`config.mk`:
```
export PLATFORM = sky130hd
export DESIGN_NAME = mem_port_arbiter
export DESIGN_NICKNAME = d
export VERILOG_FILES = /design/src/rtl/mem_arb_pkg.sv /design/src/rtl/mem_tag_pipe.sv /design/src/rtl/mem_port_arbiter.sv
export SDC_FILE = /design/constraint.sdc
export NUM_CORES = 1
export LEC_CHECK = 0
export ABC_CLOCK_PERIOD_IN_PS = 3480
export BUFFER_PORTS_ARGS = -buffer_cell sky130_fd_sc_hd__buf_2
export CORE_MARGIN = 1.5
export CORE_UTILIZATION = 25
export CTS_CLUSTER_DIAMETER = 120
export DETAILED_ROUTE_END_ITERATION = 10
export GPL_TIMING_DRIVEN = 0
export PLACE_DENSITY_LB_ADDON = 0.12
export SLEW_MARGIN = 20
export SYNTH_ARGS = -nofsm -noshare
export SYNTH_HDL_FRONTEND = slang
export SYNTH_SLANG_ARGS = --single-unit
```
`constraint.sdc`:
```
create_clock -name clk -period 3.48 [get_ports clk]
set_input_delay 0.696 -clock clk [delete_from_list [all_inputs] [get_ports clk]]
set_output_delay 0.696 -clock clk [all_outputs]
set_load 0.005 [all_outputs]
```
`src/rtl/mem_arb_pkg.sv`:
```
`default_nettype none
// ============================================================================
// Module      : mem_arb_pkg
// Description : Shared types for the memory-port arbiter: the 16-bit core
//               word, the kind of an in-flight memory operation, the tag
//               carried down the latency pipeline, and a helper that applies
//               a branch flush to a single tag.
// Revision    : 1.0 - initial release
// ============================================================================
package mem_arb_pkg;

    localparam int c_word_w = 16;

    typedef logic [c_word_w-1:0] word_t;

    typedef enum logic [1:0] {
        MK_NONE  = 2'd0,
        MK_FETCH = 2'd1,
        MK_LOAD  = 2'd2,
        MK_STORE = 2'd3
    } mem_kind_e;

    typedef struct packed {
        logic      valid;
        mem_kind_e kind;
    } mem_tag_t;

    // A taken branch makes every in-flight fetch useless; data operations
    // must still complete, so only FETCH tags are dropped.
    function automatic mem_tag_t tag_after_flush(input mem_tag_t t, input logic flush);
        mem_tag_t r;
        r = t;
        if (flush && (t.kind == MK_FETCH)) begin
            r = '0;
        end
        return r;
    endfunction

endpackage
`default_nettype wire

```
`src/rtl/mem_tag_pipe.sv`:
```
`default_nettype none
// ============================================================================
// Module      : mem_tag_pipe
// Description : MEM_LAT-stage shift register of {valid, kind} tags. A tag
//               entering in cycle N is presented at the tail in cycle
//               N+MEM_LAT. A flush drops FETCH tags from every stage at the
//               clock edge and suppresses a FETCH tail combinationally.
// Ports       : clk     - clock
//               reset   - asynchronous active-high reset, clears all stages
//               flush   - kill in-flight FETCH tags
//               in_tag  - tag of the operation issued this cycle
//               tail    - tag whose memory response is due this cycle
//               busy    - any stage holds a valid tag
// Revision    : 1.0 - initial release
// ============================================================================
module mem_tag_pipe
    import mem_arb_pkg::*;
#(
    parameter int MEM_LAT = 2
) (
    input  logic     clk,
    input  logic     reset,
    input  logic     flush,
    input  mem_tag_t in_tag,
    output mem_tag_t tail,
    output logic     busy
);

    mem_tag_t r_stage    [MEM_LAT];
    mem_tag_t w_stage_in [MEM_LAT];

    genvar gi;
    generate
        for (gi = 0; gi < MEM_LAT; gi++) begin : g_stage
            if (gi == 0) begin : g_head
                assign w_stage_in[gi] = in_tag;
            end else begin : g_body
                assign w_stage_in[gi] = r_stage[gi-1];
            end

            always_ff @(posedge clk or posedge reset) begin
                if (reset) begin
                    r_stage[gi] <= '0;
                end else begin
                    r_stage[gi] <= tag_after_flush(w_stage_in[gi], flush);
                end
            end
        end
    endgenerate

    // The tail is consumed this cycle, so a flush has to hide it now rather
    // than at the next edge.
    assign tail = tag_after_flush(r_stage[MEM_LAT-1], flush);

    // Raw stage occupancy: a FETCH about to be flushed still counts as in
    // flight until the edge that removes it.
    always_comb begin
        busy = 1'b0;
        for (int i = 0; i < MEM_LAT; i++) begin
            busy = busy | r_stage[i].valid;
        end
    end

endmodule
`default_nettype wire

```
`src/rtl/mem_port_arbiter.sv`:
```
`default_nettype none
// ============================================================================
// Module      : mem_port_arbiter
// Description : Shares one fixed-latency memory port between the instruction
//               fetch requester and the load/store requester. At most one
//               request is issued per cycle; the kind of each issued request
//               travels down a MEM_LAT-stage tag pipeline so the response
//               can be routed back to its requester. A branch flush kills
//               in-flight fetches.
// Config      : MEM_PORT_ARB_RR_EN - when defined, contested cycles use
//               strict round-robin; otherwise data has priority and a
//               starvation counter forces a fetch win after STARVE_LIM
//               consecutive contested losses.
// Ports       : clk, reset                 - clock, async active-high reset
//               if_req_valid/addr/ready    - fetch request handshake
//               d_req_valid/we/addr/wdata  - data request (we=1 store)
//               d_req_ready                - data granted this cycle
//               flush                      - branch taken, kill fetches
//               mem_req_valid/we/addr/wdata- request to memory
//               mem_rdata                  - read data, MEM_LAT after issue
//               if_resp_valid              - fetch response
//               d_resp_valid               - load data / store acknowledge
//               resp_rdata                 - response data (0 for stores)
//               busy                       - any operation in flight
// Revision    : 1.0 - initial release
// ============================================================================
module mem_port_arbiter #(
    parameter int MEM_LAT    = 2,
    parameter int STARVE_LIM = 4
) (
    input  logic        clk,
    input  logic        reset,
    input  logic        if_req_valid,
    input  logic [15:0] if_req_addr,
    output logic        if_req_ready,
    input  logic        d_req_valid,
    input  logic        d_req_we,
    input  logic [15:0] d_req_addr,
    input  logic [15:0] d_req_wdata,
    output logic        d_req_ready,
    input  logic        flush,
    output logic        mem_req_valid,
    output logic        mem_req_we,
    output logic [15:0] mem_req_addr,
    output logic [15:0] mem_req_wdata,
    input  logic [15:0] mem_rdata,
    output logic        if_resp_valid,
    output logic        d_resp_valid,
    output logic [15:0] resp_rdata,
    output logic        busy
);

    import mem_arb_pkg::*;

    logic     w_if_elig;
    logic     w_d_elig;
    logic     w_contested;
    logic     w_fetch_pri;
    logic     w_fetch_win;
    logic     w_data_win;
    mem_tag_t w_issue_tag;
    mem_tag_t w_tail;

    // A fetch in a flush cycle is for the wrong path and must not issue.
    assign w_if_elig   = if_req_valid && !flush && !reset;
    assign w_d_elig    = d_req_valid && !reset;
    assign w_contested = w_if_elig && w_d_elig;

`ifdef MEM_PORT_ARB_RR_EN
    // Remembers who won the last contested cycle. Resetting to "fetch"
    // makes data win the first contest.
    logic r_last_fetch;

    assign w_fetch_pri = !r_last_fetch;

    always_ff @(posedge clk or posedge reset) begin
        if (reset) begin
            r_last_fetch <= 1'b1;
        end else if (w_contested) begin
            r_last_fetch <= w_fetch_win;
        end
    end
`else
    localparam int c_starve_w = $clog2(STARVE_LIM + 1);

    logic [c_starve_w-1:0] r_starve_cnt;

    assign w_fetch_pri = (r_starve_cnt == c_starve_w'(STARVE_LIM));

    // Once the count reaches the limit fetch wins the next contest and the
    // count clears, so the increment never runs past STARVE_LIM.
    always_ff @(posedge clk or posedge reset) begin
        if (reset) begin
            r_starve_cnt <= '0;
        end else if (w_fetch_win) begin
            r_starve_cnt <= '0;
        end else if (w_contested) begin
            r_starve_cnt <= r_starve_cnt + c_starve_w'(1);
        end
    end
`endif

    assign w_fetch_win = w_if_elig && (!w_d_elig || w_fetch_pri);
    assign w_data_win  = w_d_elig && !w_fetch_win;

    assign if_req_ready  = w_fetch_win;
    assign d_req_ready   = w_data_win;
    assign mem_req_valid = w_fetch_win || w_data_win;
    assign mem_req_we    = w_data_win && d_req_we;
    assign mem_req_wdata = (w_data_win && d_req_we) ? d_req_wdata : 16'h0000;

    always_comb begin
        mem_req_addr = 16'h0000;
        if (w_fetch_win) begin
            mem_req_addr = if_req_addr;
        end else if (w_data_win) begin
            mem_req_addr = d_req_addr;
        end
    end

    always_comb begin
        w_issue_tag = '0;
        if (w_fetch_win) begin
            w_issue_tag.valid = 1'b1;
            w_issue_tag.kind  = MK_FETCH;
        end else if (w_data_win) begin
            w_issue_tag.valid = 1'b1;
            w_issue_tag.kind  = d_req_we ? MK_STORE : MK_LOAD;
        end
    end

    mem_tag_pipe #(
        .MEM_LAT (MEM_LAT)
    ) u_tag_pipe (
        .clk    (clk),
        .reset  (reset),
        .flush  (flush),
        .in_tag (w_issue_tag),
        .tail   (w_tail),
        .busy   (busy)
    );

    assign if_resp_valid = w_tail.valid && (w_tail.kind == MK_FETCH);
    assign d_resp_valid  = w_tail.valid &&
                           ((w_tail.kind == MK_LOAD) || (w_tail.kind == MK_STORE));
    assign resp_rdata    = (w_tail.valid &&
                            ((w_tail.kind == MK_FETCH) || (w_tail.kind == MK_LOAD)))
                           ? mem_rdata : 16'h0000;

endmodule
`default_nettype wire

```
## Yosys cells after proc, flatten, opt, wreduce, memory -nomap -nowiden

Cells that the tools add are included.

| storage, ports and cells | value |
|---|---|
| bits in registers | 9 |
| input bits | 70 |
| logic and storage cells | 48 |

| cells by class | value |
|---|---|
| add/sub/neg operators | 1 |
| equality and inequality tests | 7 |
| multiplexer cells | 12 |
| bitwise gates (word level) | 1 |
| reduce and logical (&&, ||, !) cells | 22 |

Operators by type and width:

| operator | number |
|---|---|
| $mux 16 | 4 |
| $mux 3 | 7 |
| $logic_and 1x1->1 | 13 |
| $eq 2x1->1 const B | 4 |
| $eq 2x2->1 const B | 2 |
| $logic_not 1->1 | 4 |
| $logic_or 1x1->1 | 4 |
| $add 3x1->3 const B | 1 |
| $eq 3x3->1 const B | 1 |
| $reduce_bool 2->1 | 1 |
| $mux 1 | 1 |
| $or 1x1->1 | 1 |

## Longest topological paths before layout

| depth | value |
|---|---|
| word-level depth | 12 |
| mapped depth | 6 |
| depth with buffers taken out | 5 |

## Modules after synthesis

Synthesis repeated with hierarchy kept, for this count alone.

| unflattened totals | value |
|---|---|
| cell total of the unflattened synthesis | 113 |
| area, all modules | 907.1 um2 |

Modules (own cells, without submodules):

| module | instances | cells an instance | area each (um2) |
|---|---|---|---|
| mem_port_arbiter | 1 | 90 | 674.4 |
| mem_tag_pipe | 1 | 23 | 232.7 |

## Worst setup path after synthesis

Ideal clock, no wire load.

| path | value |
|---|---|
| path type | input to output |
| from | in flush |
| to | out resp_rdata[10] |
| arrival time | 1832 ps |
| required time | 2784 ps |
| setup slack | 952 ps |
| cell stages on the path | 5 |
| path through | a21boi_0 ha_1 nor3_1 clkbuf_1 and2_1 |

| on the way | value |
|---|---|
| longest elaborated chain between the ends | 6 |

Ends and longest elaborated chain:

| what | RTL line | source |
|---|---|---|
| start: declaration | mem_port_arbiter.sv:41 | `input logic flush,` |
| $logic_and 1x1->1 * | mem_arb_pkg.sv:33 | `if (flush && (t.kind == MK_FETCH)) begin` |
| $mux 3 * | mem_arb_pkg.sv:33 |  |
| $eq 2x1->1 or $eq 2x2->1 (tied branches) | mem_port_arbiter.sv:147 | `((w_tail.kind == MK_FETCH) \|\| (w_tail.kind == MK_LOAD)))` |
| $logic_or 1x1->1 | mem_port_arbiter.sv:147 |  |
| $logic_and 1x1->1 * | mem_port_arbiter.sv:146 | `assign resp_rdata = (w_tail.valid &&` |
| $mux 16 * | mem_port_arbiter.sv:148 | `? mem_rdata : 16'h0000;` |
| end: declaration | mem_port_arbiter.sv:49 | `output logic [15:0] resp_rdata,` |

Every way passes the cells marked *; elsewhere a longest branch is shown, timed or not.

## Worst setup path after layout

Same ends and word-level chain as after synthesis.

==> qor.csv <==
stage,metric,value,unit
synthesis,synth_top_family_by_area,simple AND/OR/NAND/NOR gates,
final_layout,area_delta_synth_final,82.19,%
synthesis,ys_seq_area_share,26.28,%
sta,drv_slew,0,
sta,maxSlewHeadroom,65.77,%
route,first_pass_iters,4,
route,wl_per_cell,10.77,um
place,portBuffers,124,
final_layout,fin_cells,277,
setup_path,end_kind,output port,
clocking,postCtsSetupBuffers,0,
route,post-route-drc-count,0,
setup_path,worst_setup_path_start_kind,input port,
synthesis,synthCells,103,
clocking,path_clk_slew,0.06,ns
synthesis,synth-compound-area-share,25.11,%
synthesis,synth_fa_ha_area_share,4.380,%
floorplan,io_pins,125,
floorplan,coreArea,3311,sq um
synthesis,synth_nets,176,
setup_path,critPathRequiredTime,2.78,ns
global_routing,grt_pass1_vias,926,
sta,setup_viol,0,
route,first_iter_violations,21,
synthesis,synth_xor_area_share,0,%
setup_path,path_class,input port to output port,
floorplan,die_w,61.55,um
setup_path,cp.arrival,2.27,ns
run,cap_violations,0,
synthesis,avgSynthCellArea,8.321,sq um
sta,max_freq,336.6,MHz
place,dp_hpwl,2.555,mm
synthesis,netlist_area,857.1,sq um
pwr,ir_worst_vdd,0.09584,mV
clocking,htree_num_levels,1,
sta,fin_crit_sh,85.36,%
clocking,cts_tree,done,
global_routing,grt_usage,14.37,%
global_routing,antenna_found_initial,0,
pwr,power.total,341.0,uW
sta,fin_crit,2.971,ns
sta,finalSetupTns,0,ns
sta,tightest_slew,0.5124,ns
sta,rsz0062_at_grt,false,
final_layout,fin_nets,305,
synthesis,synth_seq_cells,9,
sta,hold_viol,0,
route,vias,1169,
clocking,ctsResizeCount,0,
place,gp_congestion,0.6956,
final_layout,n_antenna_cell,0,
pwr,p_leak,1.051,nW
synthesis,synthMuxAreaShare,0,%
sta,skew,0.0002283,ns
clocking,clock_latency,0.26,ns
place,place_ws,0.5024,ns
final_layout,fill_cells,360,
clocking,numCtsBuffers,3,
clocking,cts_buffer_depth,2,
floorplan,dieArea,3788,sq um
global_routing,grt_overflow,0,
synthesis,yosys_warnings,0,
floorplan,initial_utilization,25.89,%
synthesis,ys_types,27,
final_layout,final_cell_mix,"127 x buf_2, 17 x and2_1, 16 x a22o_1, 16 x and3_1, 9 x dfrtp_1",
clocking,hold_buffers,0,
final_layout,utilization,47.17,%
route,wl,2.983,mm
floorplan,fp-row-count,21,
global_routing,grt_pass1_wl,4.015,mm
setup_path,path_max_fanout,10,
pwr,p_per_area,218.4,nW/um^2
route,ant_nets,0,
sta,fin_ws,0.5093,ns
clocking,cts_root_buffer,clkbuf_4,
floorplan,dieHeight,61.55,um
synthesis,synthSimpleGateAreaFrac,36.35,%
final_layout,drive_gt1_share,58.01,%
final_layout,layout_commonest_cell,buf_2,
global_routing,grt_max_degree,11,
route,vias_per_cell,4.220,
run_status,status,completed,
clocking,cts_sinks,9,
place,dp_cells,273,
worst_hold_path,min_path_type,input port to asynchronous set/reset pin,
-- area by class of cell --
class	instances	area [sq um]	area share (%)
inverter	7	26.28	1.683
sequential	9	225.2	14.42
multi-input combinational	79	564.3	36.14
buffer	8	41.29	2.644
clock buffer	4	26.28	1.683
timing repair buffer	124	620.6	39.74
tap	46	57.56	3.686
-- cells in the mapped netlist --
cell type  count  area share, %
a21boi_1       1           0.88
a21o_1         1           0.88
nand2_1        6            2.6
nor2b_1        1           0.73
nor3b_1        1           0.88
a41oi_1        1            1.0
or2_2          1           0.73
nor2_8         1            2.3
and3b_1        1            1.0
clkbuf_1       4            1.8
nand2b_1       1           0.73
dfrtp_1        9             26
and3_1        16             12
or3b_1         1            1.0
buf_6          1            1.3
inv_1          7            3.1
a22o_1        16             16
nor3_1         1           0.58
ha_1           3            4.4
nor2_1         2           0.88
o21ai_0        3            1.8
a41oi_2        1            1.9
a21boi_0       2            1.8
and2_1        17             12
buf_2          3            1.8
a21oi_1        1           0.58
or3_1          1           0.73
-- layer usage --
layer | GRT usage, % | routed length [um] | vias up
met4 | 3.647 | 24 | 0
met3 | 5.042 | 292 | 4
met1 | 15.80 | 1203 | 481
met5 | 0 | 0 | -
li1 | - | - | 620
met2 | 26.17 | 1463 | 64
-- state kept, by name, indices dropped and copies added, names as in the netlist --
| name | count |
|---|---|
| u_tag_pipe.r_stage | 6 |
| r_starve_cnt | 3 |
-- path summary, 6_finish.rpt --
path | startpoint | end | slack [ns] | depth (start not counted)
setup / recovery | flush | resp_rdata[10] | 0.51 | 7
hold / removal | reset | r_starve_cnt[0] | 0.39 | 2
setup reg to reg | r_starve_cnt[0] | u_tag_pipe.r_stage[3] | 1.86 | 6
hold reg to reg | u_tag_pipe.r_stage[3] | u_tag_pipe.r_stage[2] | 0.45 | 1
max in group asynchronous | reset | r_starve_cnt[1] | 2.84 | 2
min in group clk | u_tag_pipe.r_stage[3] | u_tag_pipe.r_stage[2] | 0.45 | 1
-- worst max-delay path, cell delays in order --
cell and delay [ns]:
buf_2 0.12, a21boi_0 0.16, ha_1 0.25, nor3_1 0.44
clkbuf_1 0.31, and2_1 0.19, buf_2 0.11
-- power by group --
group	total (mW)	switching (mW)	internal (mW)	leakage, nW
Clock	0.0822	0.0379	0.0443	0.0150
Combinational	0.134	0.0610	0.0729	0.919
Sequential	0.125	0.00878	0.116	0.118
Total	0.341	0.108	0.233	1.05
-- kinds of logic after synthesis --
kind of cell    Yosys count
flops                     9
simple gates             50
buf+inv                  15
compound gates           26
fa+ha+maj                 3
-- per-stage QoR --
| stage | area [sq um] | hold WS (ns) |
|---|---|---|
| final | 1562 | 0.3925 |
| after global routing | 1562 | 0.4169 |
| after detailed placement | 1535 | 0.4516 |
| after floorplan | 857.1 | 0.4209 |
| after CTS | 1562 | 0.4037 |
| after global placement | 1535 | 0.4450 |
(Power assumes the default switching activity.)
